### src/rtl/i2c_master_bit_engine.sv
// I2C master bit engine: sequences START, byte WRITE, byte READ and STOP on an
// open-drain bus in quarter-period steps, with clock stretching and bus-ownership checks.
module i2c_master_bit_engine #(
    parameter int CLK_DIV = 125
) (
    input  logic       clk,
    input  logic       reset,
    input  logic       cmd_valid,
    input  logic [1:0] cmd,
    input  logic [7:0] tx_data,
    input  logic       tx_nack,
    output logic       cmd_ready,
    output logic       done,
    output logic       cmd_err,
    output logic [7:0] rx_data,
    output logic       rx_nack,
    input  logic       scl_in,
    input  logic       sda_in,
    output logic       scl_oe,
    output logic       sda_oe
);
    localparam int DIV_W = $clog2(CLK_DIV);
    localparam logic [DIV_W-1:0] DIV_LAST = DIV_W'(CLK_DIV - 1);

    localparam logic [1:0] CMD_START = 2'b00;
    localparam logic [1:0] CMD_WRITE = 2'b01;
    localparam logic [1:0] CMD_READ  = 2'b10;
    localparam logic [1:0] CMD_STOP  = 2'b11;

    typedef enum logic [1:0] {ST_IDLE, ST_RUN, ST_REJECT, ST_FINISH} state_t;

    state_t           state_r;
    logic [DIV_W-1:0] div_r;
    logic [1:0]       q_r;
    logic [3:0]       bit_r;
    logic [1:0]       cmd_r;
    logic [7:0]       tx_sr_r;
    logic             nack_r;
    logic             err_r;
    logic             bus_owned_r;

    logic             hold_s;
    logic             tick_s;
    logic             last_s;
    logic             cur_oe_s;
    logic             next_oe_s;

    // SDA pull-down for one data bit; index 8 is the acknowledge slot
    function automatic logic bit_oe(input logic [1:0] c, input logic [3:0] bit_idx,
                                    input logic tx_bit, input logic nack);
        logic oe;
        case (c)
            CMD_WRITE: oe = (bit_idx == 4'd8) ? 1'b0 : ~tx_bit;
            CMD_READ:  oe = (bit_idx == 4'd8) ? ~nack : 1'b0;
            default:   oe = 1'b0;
        endcase
        return oe;
    endfunction

    // {scl_oe, sda_oe} to present while in quarter q of command c
    function automatic logic [1:0] quarter_drive(input logic [1:0] c, input logic [1:0] q,
                                                 input logic data_oe, input logic cur_scl);
        logic [1:0] drv;
        case (c)
            CMD_START: begin
                case (q)
                    2'd0:    drv = {cur_scl, 1'b0};
                    2'd1:    drv = 2'b00;
                    2'd2:    drv = 2'b01;
                    default: drv = 2'b11;
                endcase
            end
            CMD_STOP: begin
                case (q)
                    2'd0:    drv = 2'b11;
                    2'd1:    drv = 2'b01;
                    default: drv = 2'b00;
                endcase
            end
            default: drv = {(q == 2'd0) || (q == 2'd3), data_oe};
        endcase
        return drv;
    endfunction

    // Divider hold (stretching / waiting for a free bus) and quarter tick
    always_comb begin
        hold_s = 1'b0;
        tick_s = 1'b0;
        if (state_r == ST_RUN) begin
            hold_s = ((q_r == 2'd1) && !scl_in) ||
                     ((q_r == 2'd0) && (cmd_r == CMD_START) && !bus_owned_r && !(scl_in && sda_in));
            tick_s = !hold_s && (div_r == DIV_LAST);
        end else begin
            hold_s = 1'b0;
            tick_s = 1'b0;
        end
    end

    assign last_s    = (cmd_r == CMD_START) || (cmd_r == CMD_STOP) || (bit_r == 4'd8);
    assign cur_oe_s  = bit_oe(cmd_r, bit_r, tx_sr_r[7], nack_r);
    assign next_oe_s = bit_oe(cmd_r, bit_r + 4'd1, tx_sr_r[6], nack_r);

    // Command acceptance, quarter sequencing, bus drive and sampling
    always_ff @(posedge clk or posedge reset) begin
        if (reset) begin
            state_r     <= ST_IDLE;
            div_r       <= '0;
            q_r         <= 2'd0;
            bit_r       <= 4'd0;
            cmd_r       <= CMD_START;
            tx_sr_r     <= 8'h00;
            nack_r      <= 1'b0;
            err_r       <= 1'b0;
            bus_owned_r <= 1'b0;
            cmd_ready   <= 1'b1;
            done        <= 1'b0;
            cmd_err     <= 1'b0;
            rx_data     <= 8'h00;
            rx_nack     <= 1'b0;
            scl_oe      <= 1'b0;
            sda_oe      <= 1'b0;
        end else begin
            done    <= 1'b0;
            cmd_err <= 1'b0;
            case (state_r)
                ST_IDLE: begin
                    div_r <= '0;
                    if (cmd_valid && cmd_ready) begin
                        cmd_r     <= cmd;
                        tx_sr_r   <= tx_data;
                        nack_r    <= tx_nack;
                        q_r       <= 2'd0;
                        bit_r     <= 4'd0;
                        cmd_ready <= 1'b0;
                        if ((cmd != CMD_START) && !bus_owned_r) begin
                            err_r   <= 1'b1;
                            state_r <= ST_REJECT;
                        end else begin
                            err_r   <= 1'b0;
                            state_r <= ST_RUN;
                            {scl_oe, sda_oe} <= quarter_drive(cmd, 2'd0,
                                bit_oe(cmd, 4'd0, tx_data[7], tx_nack), scl_oe);
                        end
                    end
                end
                ST_RUN: begin
                    if (hold_s || tick_s) begin
                        div_r <= '0;
                    end else begin
                        div_r <= div_r + DIV_W'(1);
                    end
                    if (tick_s) begin
                        if (q_r == 2'd2) begin
                            if ((cmd_r == CMD_READ) && (bit_r != 4'd8)) begin
                                rx_data <= {rx_data[6:0], sda_in};
                            end else if ((cmd_r == CMD_WRITE) && (bit_r == 4'd8)) begin
                                rx_nack <= sda_in;
                            end
                        end
                        if (q_r != 2'd3) begin
                            q_r <= q_r + 2'd1;
                            {scl_oe, sda_oe} <= quarter_drive(cmd_r, q_r + 2'd1, cur_oe_s, scl_oe);
                        end else if (last_s) begin
                            state_r <= ST_FINISH;
                        end else begin
                            q_r     <= 2'd0;
                            bit_r   <= bit_r + 4'd1;
                            tx_sr_r <= {tx_sr_r[6:0], 1'b0};
                            {scl_oe, sda_oe} <= quarter_drive(cmd_r, 2'd0, next_oe_s, scl_oe);
                        end
                    end
                end
                ST_REJECT: begin
                    state_r <= ST_FINISH;
                end
                ST_FINISH: begin
                    done      <= 1'b1;
                    cmd_err   <= err_r;
                    cmd_ready <= 1'b1;
                    state_r   <= ST_IDLE;
                    if (!err_r && (cmd_r == CMD_START)) begin
                        bus_owned_r <= 1'b1;
                    end else if (!err_r && (cmd_r == CMD_STOP)) begin
                        bus_owned_r <= 1'b0;
                    end
                end
                default: begin
                    state_r <= ST_IDLE;
                end
            endcase
        end
    end
endmodule

### config.mk
export PLATFORM = sky130hd
export DESIGN_NAME = i2c_master_bit_engine
export DESIGN_NICKNAME = d
export VERILOG_FILES = /design/src/rtl/i2c_master_bit_engine.sv
export SDC_FILE = /design/constraint.sdc
export NUM_CORES = 1
export LEC_CHECK = 0
export BUFFER_PORTS_ARGS = -buffer_cell sky130_fd_sc_hd__buf_2
export CORE_MARGIN = 4
export CORE_UTILIZATION = 58
export DETAILED_ROUTE_END_ITERATION = 16
export GPL_TIMING_DRIVEN = 0
export PLACE_DENSITY = 0.79
export SLEW_MARGIN = 20
export SYNTH_ARGS = -nofsm -noshare
export SYNTH_HDL_FRONTEND = slang
export SYNTH_SLANG_ARGS = --single-unit
### constraint.sdc
create_clock -name clk -period 2.3 [get_ports clk]
set_input_delay 0.23 -clock clk [delete_from_list [all_inputs] [get_ports clk]]
set_output_delay 0.23 -clock clk [all_outputs]
set_load 0.005 [all_outputs]
==> metrics.txt <==
# TYPE chip_impl_metric gauge
chip_impl_info{name="status",value="completed"} 1
chip_impl_metric{name="switching_power",unit="uW"} 295
chip_impl_metric{name="max_clock_freq",unit="MHz"} 460
chip_impl_metric{name="timing.clock.skew",unit="ps"} 8.42
chip_impl_metric{name="power.share.clock",unit="%"} 41.4
chip_impl_metric{name="die_y",unit="um"} 73.5
chip_impl_metric{name="sequential_share_of_power",unit="%"} 54.0
chip_impl_metric{name="cp.required",unit="ps"} 2490
chip_impl_metric{name="slew-limit-headroom",unit="%"} 56.7
chip_impl_metric{name="cts_max_level",unit=""} 2
chip_impl_metric{name="tightest_slew",unit="ps"} 650
chip_impl_metric{name="row_count",unit=""} 23
chip_impl_metric{name="die-width",unit="um"} 73.5
chip_impl_metric{name="buffer_ports.inserted",unit=""} 29
chip_impl_metric{name="ys_ff_latch",unit=""} 42
chip_impl_metric{name="cts.clk_slew.worst_paths",unit="ps"} 80
chip_impl_metric{name="remaining_drc_errors",unit=""} 0
chip_impl_metric{name="maximum_clock_insertion_buffer_count",unit=""} 2
chip_impl_info{name="critical_path.endpoint_type",value="flop"} 1
chip_impl_metric{name="clk-insertion-delay-late",unit="ps"} 300
chip_impl_metric{name="slew_viol_final",unit=""} 0
chip_impl_metric{name="place.gp.congestion",unit=""} 0.872
chip_impl_metric{name="pin_count_of_the_biggest_net_entering_global_routing",unit=""} 24
chip_impl_metric{name="cellPowerDensity",unit="nW/um^2"} 486
chip_impl_metric{name="post-route-period-util",unit="%"} 94.4
chip_impl_metric{name="async_flop_share",unit="%"} 100
chip_impl_info{name="worst-setup-path-type",value="reg2reg"} 1
chip_impl_metric{name="final_core_util",unit="%"} 69.7
chip_impl_metric{name="synth_largest_type_area_fraction",unit="%"} 41.2
chip_impl_info{name="post_synth_main_area_contributors",value="sky130_fd_sc_hd__dfrtp_1, sky130_fd_sc_hd__ha_1, sky130_fd_sc_hd__mux2_2"} 1
chip_impl_metric{name="cts-buffers-inserted",unit=""} 5
chip_impl_metric{name="layout-drive-gt1-share",unit="%"} 23.8
chip_impl_info{name="rsz0062_at_grt",value="false"} 1
chip_impl_metric{name="grt_pass1_wl",unit="um"} 8320
chip_impl_metric{name="diodes",unit=""} 0
chip_impl_metric{name="synth_area",unit="sq um"} 2490
chip_impl_metric{name="max-vdd-ir-drop",unit="mV"} 0.290
chip_impl_info{name="synth_largest_area_cell",value="sky130_fd_sc_hd__dfrtp_1"} 1
chip_impl_metric{name="boundaryPins",unit=""} 30
chip_impl_metric{name="finalSetupViolations",unit=""} 0
chip_impl_metric{name="syn_inst",unit=""} 243
chip_impl_metric{name="timing.final.crit_period",unit="ps"} 2170
chip_impl_metric{name="via_count_of_the_first_global_routing_pass",unit=""} 1861
chip_impl_metric{name="gr-total-overflow",unit=""} 0
chip_impl_metric{name="sw_frac_of_total",unit="%"} 21.3
chip_impl_metric{name="areaGrowthSynthToFinish",unit="%"} 14.5
chip_impl_info{name="tritoncts",value="yes"} 1
chip_impl_metric{name="internal_power",unit="mW"} 1.09
chip_impl_metric{name="final-hold-violation-count",unit=""} 0
chip_impl_info{name="clockRootBuffer",value="sky130_fd_sc_hd__clkbuf_8"} 1
chip_impl_metric{name="power.leakage",unit="nW"} 1.46
chip_impl_metric{name="fp.coreArea",unit="sq um"} 4090
chip_impl_metric{name="synth-edff-count",unit=""} 0
chip_impl_metric{name="fp.dieArea",unit="sq um"} 5400
chip_impl_metric{name="post-cts-setup-buffers",unit=""} 0
chip_impl_metric{name="drt-initial-drc-count",unit=""} 81
chip_impl_metric{name="clock_sinks",unit=""} 42
chip_impl_metric{name="worstPathMaxFanout",unit=""} 7
chip_impl_metric{name="initial_core_utilization",unit="%"} 60.9
chip_impl_metric{name="synth_nets",unit=""} 280
chip_impl_metric{name="mean_area_per_synthesized_cell",unit="sq um"} 10.2
chip_impl_metric{name="layout.nets",unit=""} 318
chip_impl_info{name="timing.hold.worst.class",value="in2reg"} 1
chip_impl_info{name="start_kind",value="flop"} 1
chip_impl_metric{name="yosysSeqAreaShare",unit="%"} 42.3
chip_impl_metric{name="pre_cts_slack",unit="ps"} 102
chip_impl_metric{name="drv.max_cap_violation_count",unit=""} 0
chip_impl_metric{name="final_critical_path_setup_slack",unit="ps"} 128
chip_impl_metric{name="wire_per_inst",unit="um"} 14.6
chip_impl_metric{name="via_count",unit=""} 1909
chip_impl_metric{name="setup_tns",unit="ps"} 0
chip_impl_metric{name="globalRouteTotalUtil",unit="%"} 20.0
chip_impl_metric{name="drt-pass1-iter-count",unit=""} 4
chip_impl_metric{name="critPathArrivalTime",unit="ps"} 2360
chip_impl_info{name="synth-main-ff-cell",value="sky130_fd_sc_hd__dfrtp_1"} 1
chip_impl_metric{name="routed_via_density",unit=""} 5.75
chip_impl_metric{name="totalPowerFinal",unit="mW"} 1.38
chip_impl_metric{name="p_comb_share",unit="%"} 4.6
chip_impl_metric{name="synthDistinctLibCells",unit=""} 48
chip_impl_metric{name="warnings_from_yosys",unit=""} 0
chip_impl_metric{name="grt_antenna_before_repair",unit=""} 0
chip_impl_metric{name="ant_nets",unit=""} 0
chip_impl_metric{name="worst_hold_slack",unit="ps"} 122
chip_impl_metric{name="wirelength",unit="um"} 4850
chip_impl_metric{name="place.detailed.hpwl",unit="um"} 3600
-- stage by stage --
stage	cell area (sq um)	cells
final	2850	332
after global routing	2850	332
after CTS	2830	332
after detailed placement	2720	323
after global placement	2700	322
after floorplan	2490	243
-- cell usage in the layout (no fill, tap or decap), types with 5 or more instances in the layout --
master	synthesis	layout
sky130_fd_sc_hd__o21ai_1	7	7
sky130_fd_sc_hd__o211ai_1	5	5
sky130_fd_sc_hd__mux2i_1	14	14
sky130_fd_sc_hd__o21ai_0	19	19
sky130_fd_sc_hd__dfrtp_1	41	41
sky130_fd_sc_hd__clkbuf_8	0	5
sky130_fd_sc_hd__a21oi_1	9	8
sky130_fd_sc_hd__nor2_1	7	7
sky130_fd_sc_hd__inv_1	21	20
sky130_fd_sc_hd__nand3_1	7	7
sky130_fd_sc_hd__mux2_2	15	15
sky130_fd_sc_hd__buf_2	4	33
sky130_fd_sc_hd__ha_1	21	21
sky130_fd_sc_hd__nand2_1	16	16
-- sequential cells by signal (all words and copies together), names as in the netlist, 2 cells and up --
signal	count
rx_data	8
cmd_r	2
tx_sr_r	8
div_r	7
state_r	2
bit_r	4
q_r	2
-- power by group through the flow --
| stage | clock, mW | combinational (mW) | sequential (mW) |
|---|---|---|---|
| after floorplan | 0 | 0.0334 | 0.760 |
| after global placement | 0 | 0.0562 | 0.761 |
| after detailed placement | 0 | 0.0630 | 0.761 |
| after CTS | 0.591 | 0.0643 | 0.746 |
| after global routing | 0.621 | 0.0735 | 0.747 |
| final | 0.573 | 0.0637 | 0.747 |
-- worst max-delay path: stages, from the launching register on --
cell,delay [ps]
sky130_fd_sc_hd__dfrtp_1,480
sky130_fd_sc_hd__ha_1,360
sky130_fd_sc_hd__nand3_1,110
sky130_fd_sc_hd__nor2_1,360
sky130_fd_sc_hd__a31oi_1,180
sky130_fd_sc_hd__nor2_1,220
sky130_fd_sc_hd__mux2_2,360
-- path summary, 6_finish.rpt --
check                           from         end  slack (ps)  cells after the start
max in group asynchronous      reset      scl_oe        1330                      4
hold / removal             cmd_valid   cmd_ready         120                      2
setup reg to reg              q_r[0]  state_r[1]         130                      6
hold reg to reg               sda_oe      sda_oe         510                      1
setup / recovery              q_r[0]  state_r[1]         130                      6
min in group asynchronous      reset  rx_data[6]         490                      3
-- synth_stat cells, types with 3 or more instances --
cell type                  number
sky130_fd_sc_hd__nand2b_1       3
sky130_fd_sc_hd__inv_1         21
sky130_fd_sc_hd__o21ai_1        7
sky130_fd_sc_hd__a31oi_1        3
sky130_fd_sc_hd__o21ai_0       19
sky130_fd_sc_hd__mux2_2        15
sky130_fd_sc_hd__o211ai_1       5
sky130_fd_sc_hd__a21oi_1        9
sky130_fd_sc_hd__nand2_1       16
sky130_fd_sc_hd__ha_1          21
sky130_fd_sc_hd__nor2_1         7
sky130_fd_sc_hd__dfrtp_1       41
sky130_fd_sc_hd__and3_1         3
sky130_fd_sc_hd__nor2b_1        3
sky130_fd_sc_hd__o22ai_1        3
sky130_fd_sc_hd__buf_2          4
sky130_fd_sc_hd__mux2i_1       14
sky130_fd_sc_hd__nand3_1        7
-- cells by family (layout without fill, tap and decap cells) --
family                   Yosys count  count (layout)  synth area share, %
AO/OA/AOI/OAI                     61              61                 15.8
AND/OR/NAND/NOR                   59              59                 13.1
flip-flops                        42              42                 42.3
multiplexers                      29              29                 12.4
buffers and inverters             29              68                 5.03
adder cells (fa/ha/maj)           21              21                 10.6
XOR/XNOR                           2               2                0.704
-- metal layers --
layer  wire [um]  track usage, %  up-vias
li1            -               -      940
met1        2170            25.3      909
met2        2360            33.4       49
met3         209            2.87       11
met4         114            9.46        0
met5           0               0        -
-- timing repair --
| action | CTS | global route |
|---|---|---|
| setup endpoints to repair | 0 | 9 |
| endpoints found under the hold margin | 18 | 0 |
| resized for setup | 0 | 2 |
| hold buffers | 1 | 0 |
-- area by class of cell --
class                   count  area, sq um
fillers                   320         1240
inverters                  21         78.8
flip-flops and latches     42         1050
repair buffers             31          175
clock buffers               5         68.8
clock inverters             3         40.0
plain buffers               8         46.3
multi-input cells         172         1330
well taps                  50         62.6
Note: power is estimated with default switching activity, not from simulation.
